==> src/rtl/stream_divider.sv <==
// Streaming unsigned divider: two independently handshaked operand channels feed a
// restoring radix-2 divider that returns {quotient, remainder} on a ready/valid output.
module stream_divider #(
    parameter int DIVIDEND_W = 16,
    parameter int DIVISOR_W  = 8
) (
    input  logic                            clk,
    input  logic                            rst,
    input  logic                            dividend_valid,
    output logic                            dividend_ready,
    input  logic [DIVIDEND_W-1:0]           dividend_data,
    input  logic                            divisor_valid,
    output logic                            divisor_ready,
    input  logic [DIVISOR_W-1:0]            divisor_data,
    output logic                            out_valid,
    input  logic                            out_ready,
    output logic [DIVIDEND_W+DIVISOR_W-1:0] out_data,
    output logic                            out_div_by_zero,
    output logic                            busy
);

    localparam int CNT_W = $clog2(DIVIDEND_W + 1);
    localparam logic [CNT_W-1:0] LAST_BIT = CNT_W'(DIVIDEND_W - 1);

    typedef enum logic [1:0] {IDLE, CALC, DONE} state_t;

    state_t                state_q, state_d;
    logic [DIVIDEND_W-1:0] dividendHold_q, dividendHold_d;
    logic                  dividendFull_q, dividendFull_d;
    logic [DIVISOR_W-1:0]  divisorHold_q, divisorHold_d;
    logic                  divisorFull_q, divisorFull_d;
    logic [DIVIDEND_W-1:0] quotient_q, quotient_d;
    logic [DIVISOR_W-1:0]  remainder_q, remainder_d;
    logic [DIVISOR_W-1:0]  divisor_q, divisor_d;
    logic [CNT_W-1:0]      count_q, count_d;
    logic                  divByZero_q, divByZero_d;
    logic [DIVISOR_W:0]    trial;
    logic [DIVISOR_W:0]    diff;

    always_ff @(posedge clk or posedge rst) begin
        if (rst) begin
            state_q        <= IDLE;
            dividendHold_q <= '0;
            dividendFull_q <= 1'b0;
            divisorHold_q  <= '0;
            divisorFull_q  <= 1'b0;
            quotient_q     <= '0;
            remainder_q    <= '0;
            divisor_q      <= '0;
            count_q        <= '0;
            divByZero_q    <= 1'b0;
        end else begin
            state_q        <= state_d;
            dividendHold_q <= dividendHold_d;
            dividendFull_q <= dividendFull_d;
            divisorHold_q  <= divisorHold_d;
            divisorFull_q  <= divisorFull_d;
            quotient_q     <= quotient_d;
            remainder_q    <= remainder_d;
            divisor_q      <= divisor_d;
            count_q        <= count_d;
            divByZero_q    <= divByZero_d;
        end
    end

    always_comb begin
        state_d        = state_q;
        dividendHold_d = dividendHold_q;
        dividendFull_d = dividendFull_q;
        divisorHold_d  = divisorHold_q;
        divisorFull_d  = divisorFull_q;
        quotient_d     = quotient_q;
        remainder_d    = remainder_q;
        divisor_d      = divisor_q;
        count_d        = count_q;
        divByZero_d    = divByZero_q;

        // The quotient register doubles as the dividend shifter: its MSB feeds the trial
        // remainder while each new quotient bit enters at the LSB. The borrow bit of diff
        // tells whether the divisor fits.
        trial = {remainder_q, quotient_q[DIVIDEND_W-1]};
        diff  = trial - {1'b0, divisor_q};

        if (dividend_valid && !dividendFull_q) begin
            dividendHold_d = dividend_data;
            dividendFull_d = 1'b1;
        end
        if (divisor_valid && !divisorFull_q) begin
            divisorHold_d = divisor_data;
            divisorFull_d = 1'b1;
        end

        case (state_q)
            IDLE: begin
                if (dividendFull_q && divisorFull_q) begin
                    dividendFull_d = 1'b0;
                    divisorFull_d  = 1'b0;
                    if (divisorHold_q == '0) begin
                        quotient_d  = '1;
                        remainder_d = '0;
                        divByZero_d = 1'b1;
                        state_d     = DONE;
                    end else begin
                        quotient_d  = dividendHold_q;
                        remainder_d = '0;
                        divisor_d   = divisorHold_q;
                        count_d     = '0;
                        divByZero_d = 1'b0;
                        state_d     = CALC;
                    end
                end
            end
            CALC: begin
                if (!diff[DIVISOR_W]) begin
                    remainder_d = diff[DIVISOR_W-1:0];
                    quotient_d  = {quotient_q[DIVIDEND_W-2:0], 1'b1};
                end else begin
                    remainder_d = trial[DIVISOR_W-1:0];
                    quotient_d  = {quotient_q[DIVIDEND_W-2:0], 1'b0};
                end
                count_d = count_q + 1'b1;
                if (count_q == LAST_BIT) begin
                    state_d = DONE;
                end
            end
            DONE: begin
                if (out_ready) begin
                    state_d = IDLE;
                end
            end
            default: state_d = IDLE;
        endcase
    end

    assign dividend_ready  = !dividendFull_q;
    assign divisor_ready   = !divisorFull_q;
    assign out_valid       = (state_q == DONE);
    assign out_data        = {quotient_q, remainder_q};
    assign out_div_by_zero = divByZero_q;
    assign busy            = (state_q != IDLE);

endmodule
==> config.mk <==
export PLATFORM = sky130hd
export DESIGN_NAME = stream_divider
export DESIGN_NICKNAME = d
export VERILOG_FILES = /design/src/rtl/stream_divider.sv
export SDC_FILE = /design/constraint.sdc
export NUM_CORES = 1
export LEC_CHECK = 0
export BUFFER_PORTS_ARGS = -buffer_cell sky130_fd_sc_hd__buf_2
export CORE_MARGIN = 2
export CORE_UTILIZATION = 55
export CTS_CLUSTER_DIAMETER = 100
export DETAILED_ROUTE_END_ITERATION = 16
export PLACE_DENSITY = 0.79
export SYNTH_ARGS = -nofsm -noshare
export SYNTH_HDL_FRONTEND = slang
export SYNTH_SLANG_ARGS = --single-unit
==> constraint.sdc <==
create_clock -name clk -period 3 [get_ports clk]
set_clock_uncertainty 0.1 [all_clocks]
set_input_delay 0 -clock clk [delete_from_list [all_inputs] [get_ports clk]]
set_output_delay 0 -clock clk [all_outputs]
set_load 0.03 [all_outputs]
==> metrics.txt, run 1 <==
Final Cycle Share=0.954; final wirelength=7.29 mm; wire length on met2=3.73 mm; area grow syn2layout=26.8%; CP max FO=11; htree depth=3; uppermost layer routed=met4; Cell Area, Synth=0.00314 mm^2; EDFF count, synth=0; min cycle time layout=2860 ps; worst flop-to-flop path startpoint=quotient_q[15]$_DFFE_PP0P_; Place WS=198 ps; Fillers=387; commonest non-fill, non-tap cell in the layout=dfrtp_1; Switching Fraction=0.438; post-route worst setup slack=139 ps; CP Capture Type=flop; fin area=0.00398 mm^2; I/O pins=58; Int Pwr=2.84 mW; #FFs+latches synth=66; vias per cell=5.67; footprint of the multi-input gates=0.00137 mm^2; DRC=0; Die Ht=79.6 um; Detail Placement HPWL=4.84 mm; Distinct cells, synth=39; required time worst endpoint=3160 ps; PD cells=1270 mW/mm^2; min-delay worst type=input port to asynchronous set/reset pin; placed cell area=0.00350 mm^2; Clock transition at path regs=70 ps; FF/Latch Area=0.00165 mm^2; clk sink count=66; critical path launch point=quotient_q[15]$_DFFE_PP0P_; Leakage=1.87 nW; Post-Syn Nets=336; die area=0.00633 mm^2; Hold WS=295 ps; Initial Util=0.570; Max Buffers Root-to-Sink=2; max-slew violation count=0; synth warn=0; Routed Antenna Nets=0; ANT cells=0; VDD IR max=0.000806 V; Setup Buffers After CTS=0; DRT Pass-1 Iters=5; fmax=350 MHz; CTS tree=built; drt wl/cell=15.9 um; PostCTS Resize Cnt=0; GRT overflow=0; final hold vios=0; Max Cap Viol=0; ys async rst share=1.00; setup_tns=0 ps; commonest non-fill, non-tap cells in the layout=66 x dfrtp_1, 57 x buf_2, 35 x o21ai_0, 31 x nand2_1, 28 x dlygate4sd3_1; GP Congestion=0.854; Non-Filler Instances=460; Final Setup Violations=0; worst setup path class=flop to flop; Metal-1 WL=3.14 mm; run status=complete, no violations; CTS root buf=clkbuf_8; Worst-Skew Late Latency=340 ps; Placed Cells=416; initial antenna violation count=0; hold buffers post-CTS=28; ratio of cells with drive above 1 in the final layout=0.284; Synth Instances=296; Comb pwr share=0.518; first-pass GRT wire length=12.2 mm; worst path arrival time=3020 ps; Core Region=0.00551 mm^2; Final #Nets=423; port buffer count=57; # rows=27; Slew headroom=0.241; Most used DFF post-synth=dfrtp_1; Syn Area/Cell=10.6 um^2; vias in the first global route=2624; Vias=2608; gr usage total=0.249; pin count of the biggest net entering global routing=44; WL met3=316 um; Die X=79.6 um; sequential-to-total area share from yosys stat=0.526; CP startpoint kind=flop; RSZ-0062 raised after global routing=no; sw power=2.21 mW; starting DRC count in detailed routing=134; Least-Margin Pin Slew=1130 ps; flop2flop setup slack=140 ps; Clk pwr share=0.150; part of the power in registers=0.332; total CTS buffers=9; r2r worst-path depth=9
[Yosys cell counts (all sizes together), types with 5 or more instances]
| cell | instances | share of area |
|---|---|---|
| dfrtp | 66 | 0.53 |
| ha | 10 | 0.040 |
| o21ai | 38 | 0.061 |
| mux2 | 25 | 0.090 |
| clkbuf | 11 | 0.013 |
| nand2 | 31 | 0.037 |
| xor2 | 6 | 0.017 |
| nor2 | 15 | 0.018 |
| nand3 | 14 | 0.022 |
| a22oi | 15 | 0.036 |
| nor2b | 5 | 0.010 |
| mux2i | 6 | 0.019 |
| a21oi | 6 | 0.0096 |
| inv | 14 | 0.017 |
[registers in the layout, summed over array words and instances (netlist names)]
signal and count:
count_q 5, dividendFull_q 1, dividendHold_q 16, divisorFull_q 1, divisorHold_q 8, divisor_q 8
out_div_by_zero 1, quotient_q 16, remainder_q 8, state_q 2
[worst paths after layout]
path                                                    end
worst min register to register     divisor_q[0]$_DFFE_PP0P_
min in group clk                   dividendFull_q$_DFF_PP0_
worst max register to register   remainder_q[7]$_DFFE_PP0P_
worst max-delay path             remainder_q[7]$_DFFE_PP0P_
worst min-delay path            out_div_by_zero$_DFFE_PP0P_
max in group asynchronous         quotient_q[8]$_DFFE_PP0P_
[metrics by stage]
stage	utilization	power, mW
after floorplan	-	3.64
after global placement	0.635	4.13
after detailed placement	0.635	4.24
after CTS	0.723	5.06
after global routing	0.723	5.44
final	0.723	5.05
[metal layers]
layer	GRT usage	vias up
met2	0.424	80
met1	0.319	1289
met4	0.0845	0
met5	0	-
li1	-	1230
met3	0.0486	9
[power by group through the flow]
stage	Sequential, mW	Clock (mW)	Combinational, mW
2_1_floorplan	1.93	0	1.71
5_1_grt	1.74	0.808	2.90
3_3_place_gp	1.66	0	2.47
3_5_place_dp	1.68	0	2.56
4_1_cts	1.67	0.775	2.62
6_report	1.68	0.761	2.62
[critical path, stage by stage (launching register included)]
cell and delay [ps]:
dfrtp_1 400, inv_1 80, ha_1 160, inv_1 60, fa_1 430, a211oi_2 340
o211ai_1 150, a221o_1 550, a311o_1 370, o211ai_2 140
[cells by family (layout without fill, tap and decap cells)]
group                    Yosys count  in the layout  share of synthesized area
AO/OA/AOI/OAI                     74             74                      0.148
XOR/XNOR                           6              6                     0.0167
adder cells (fa/ha/maj)           11             11                     0.0462
buffers and inverters             29            121                     0.0374
flip-flops                        66             66                      0.526
multiplexers                      31             31                      0.109
AND/OR/NAND/NOR                   79             79                      0.117
[cell type report]
| type | count | area share |
|---|---|---|
| inverters | 14 | 0.0132 |
| repair buffers | 91 | 0.153 |
| well taps | 72 | 0.0226 |
| clock inverters | 4 | 0.0126 |
| multi-input cells | 201 | 0.344 |
| flip-flops and latches | 66 | 0.415 |
| clock buffers | 12 | 0.0390 |
Note: power is estimated with default switching activity, not from simulation.
==> inputs of run 2 (changes only) <==
SETUP_SLACK_MARGIN = 0.3   (was not set)
==> metrics.txt, run 2 (synthesized netlist as in run 1, its figures left out) <==
Routed Antenna Nets=0 (unchanged); first-pass GRT wire length=12.2 mm (+0.40%); CP startpoint kind=flop; min-delay worst type=input port to asynchronous set/reset pin; # rows=27 (unchanged); flop2flop setup slack=400 ps (+260 ps); Worst-Skew Late Latency=340 ps (about the same); Initial Util=0.570 (unchanged); Switching Fraction=0.435 (-0.00315); Max Buffers Root-to-Sink=2 (unchanged); Detail Placement HPWL=4.84 mm (unchanged); gr usage total=0.250 (+0.00122); final wirelength=7.44 mm (+2.0%); starting DRC count in detailed routing=130 (-3.0%); port buffer count=57 (unchanged); pin count of the biggest net entering global routing=44 (unchanged); total CTS buffers=9 (unchanged); PD cells=1300 mW/mm^2 (+2.3%); RSZ-0062 raised after global routing=no; Die X=79.6 um (unchanged); VDD IR max=0.000756 V (-6.3%); Slew headroom=0.254 (+0.0128); drt wl/cell=16.0 um (+0.95%); final hold vios=0 (unchanged); CTS root buf=clkbuf_8; Clock transition at path regs=70 ps (about the same); vias per cell=5.74 (+1.2%); ratio of cells with drive above 1 in the final layout=0.298 (+0.0142); sw power=2.28 mW (+2.9%); CP max FO=5 (-6); setup_tns=0 ps (unchanged); Placed Cells=416 (unchanged); die area=0.00633 mm^2 (unchanged); area grow syn2layout=28.3%; htree depth=3 (unchanged); Die Ht=79.6 um (unchanged); Int Pwr=2.96 mW (+4.2%); DRT Pass-1 Iters=4 (-1); Max Cap Viol=0 (unchanged); max-slew violation count=0 (unchanged); DRC=0 (unchanged); Least-Margin Pin Slew=1120 ps (-19.1 ps); Non-Filler Instances=465 (+1.1%); Final #Nets=428 (+1.2%); Clk pwr share=0.146 (-0.004); GP Congestion=0.854 (unchanged); Largest regs=dividendHold_q x16, quotient_q x16; GRT overflow=0 (unchanged); post-route worst setup slack=395 ps (+256 ps); Comb pwr share=0.535 (+0.017); clk sink count=66 (unchanged); Leakage=1.89 nW (+1.3%); commonest non-fill, non-tap cells in the layout=66 x dfrtp_1, 57 x buf_2, 33 x o21ai_0, 31 x nand2_1, 28 x dlygate4sd3_1; power after layout=5.24 mW (+3.6%); CTS tree=built; Fillers=383 (-1.0%); Final Setup Violations=0 (unchanged); worst flop-to-flop path startpoint=quotient_q[15]$_DFFE_PP0P_; r2r worst-path depth=10 (+1); I/O pins=58 (unchanged); Final Cycle Share=0.868 (-0.0854); initial antenna violation count=0 (unchanged); commonest non-fill, non-tap cell in the layout=dfrtp_1; worst path arrival time=2700 ps (-320 ps); Core Region=0.00551 mm^2 (unchanged); run status=complete, no violations; worst setup path class=flop to flop; ANT cells=0 (unchanged); min cycle time layout=2600 ps (-256 ps); Place WS=198 ps (unchanged); vias in the first global route=2631 (+0.27%); required time worst endpoint=3090 ps (-70 ps); part of the power in registers=0.320 (-0.012); Vias=2668 (+2.3%); CP Capture Type=flop; r2r endpoint=remainder_q[1]$_DFFE_PP0P_; fmax=384 MHz (+9.8%)
## run 2: changes by cell type in the layout (fill, tap and decap cells not counted), sizes merged
cell | previous run | this run
buf | 63 | 68
## run 2: critical path, cell delays in order, from the launching register on
cell      delay, ps
dfrtp_1         390
inv_1            80
ha_1            160
inv_1            70
fa_2            390
a211oi_4        310
o211ai_1        120
a221o_2         440
buf_4           170
mux2i_1         160
o21ai_1          70
## run 2: worst max-delay path by stage
stage | startpoint | cells after the start | endpoint
floorplan | quotient_q[15]$_DFFE_PP0P_ | 10 | remainder_q[7]$_DFFE_PP0P_
global placement | quotient_q[15]$_DFFE_PP0P_ | 9 | remainder_q[7]$_DFFE_PP0P_
detailed placement | quotient_q[15]$_DFFE_PP0P_ | 9 | remainder_q[7]$_DFFE_PP0P_
CTS | quotient_q[15]$_DFFE_PP0P_ | 10 | remainder_q[5]$_DFFE_PP0P_
global route | quotient_q[15]$_DFFE_PP0P_ | 10 | remainder_q[4]$_DFFE_PP0P_
finish | quotient_q[15]$_DFFE_PP0P_ | 10 | remainder_q[1]$_DFFE_PP0P_
## run 2: per-stage QoR
stage,cell area [um^2],hold WS [ps],util
3_5_place_dp,3500,134,0.635
3_3_place_gp,3500,128,0.635
2_1_floorplan,3140,25.0,-
4_1_cts,4010,312,0.727
6_report,4030,295,0.732
5_1_grt,4030,334,0.732
## run 2: power groups by stage
stage | clock, mW | sequential (mW) | combinational, mW
after floorplan | 0 | 1.93 | 1.71
after global placement | 0 | 1.66 | 2.47
after detailed placement | 0 | 1.68 | 2.56
after CTS | 0.775 | 1.67 | 2.72
after global routing | 0.808 | 1.74 | 3.08
final | 0.763 | 1.67 | 2.80
## run 2: timing repair
action,in CTS,in global routing
setup buffers,3,2
hold buffers,28,0
setup endpoints to repair,8,8
pin swaps,2,4
endpoints found under the hold margin,69,0
gates resized for setup,1,4
## run 2: layer usage
| metal | track usage | vias up | share of wire |
|---|---|---|---|
| met3 | 0.0498 | 11 | 0.051 |
| met4 | 0.0828 | 0 | 0.015 |
| met2 | 0.423 | 102 | 0.51 |
| met1 | 0.324 | 1320 | 0.42 |
| met5 | 0 | - | 0 |
| li1 | - | 1235 | - |
## run 2: layout make-up
class	count	area (um^2)	share of cell area
Tap cell	72	90.1	0.0224
Clock buffer	12	155	0.0385
Multi-Input combinational cell	201	1380	0.343
Clock inverter	4	50.0	0.0124
Sequential cell	66	1650	0.410
Inverter	14	52.6	0.0130
Timing Repair Buffer	96	648	0.161
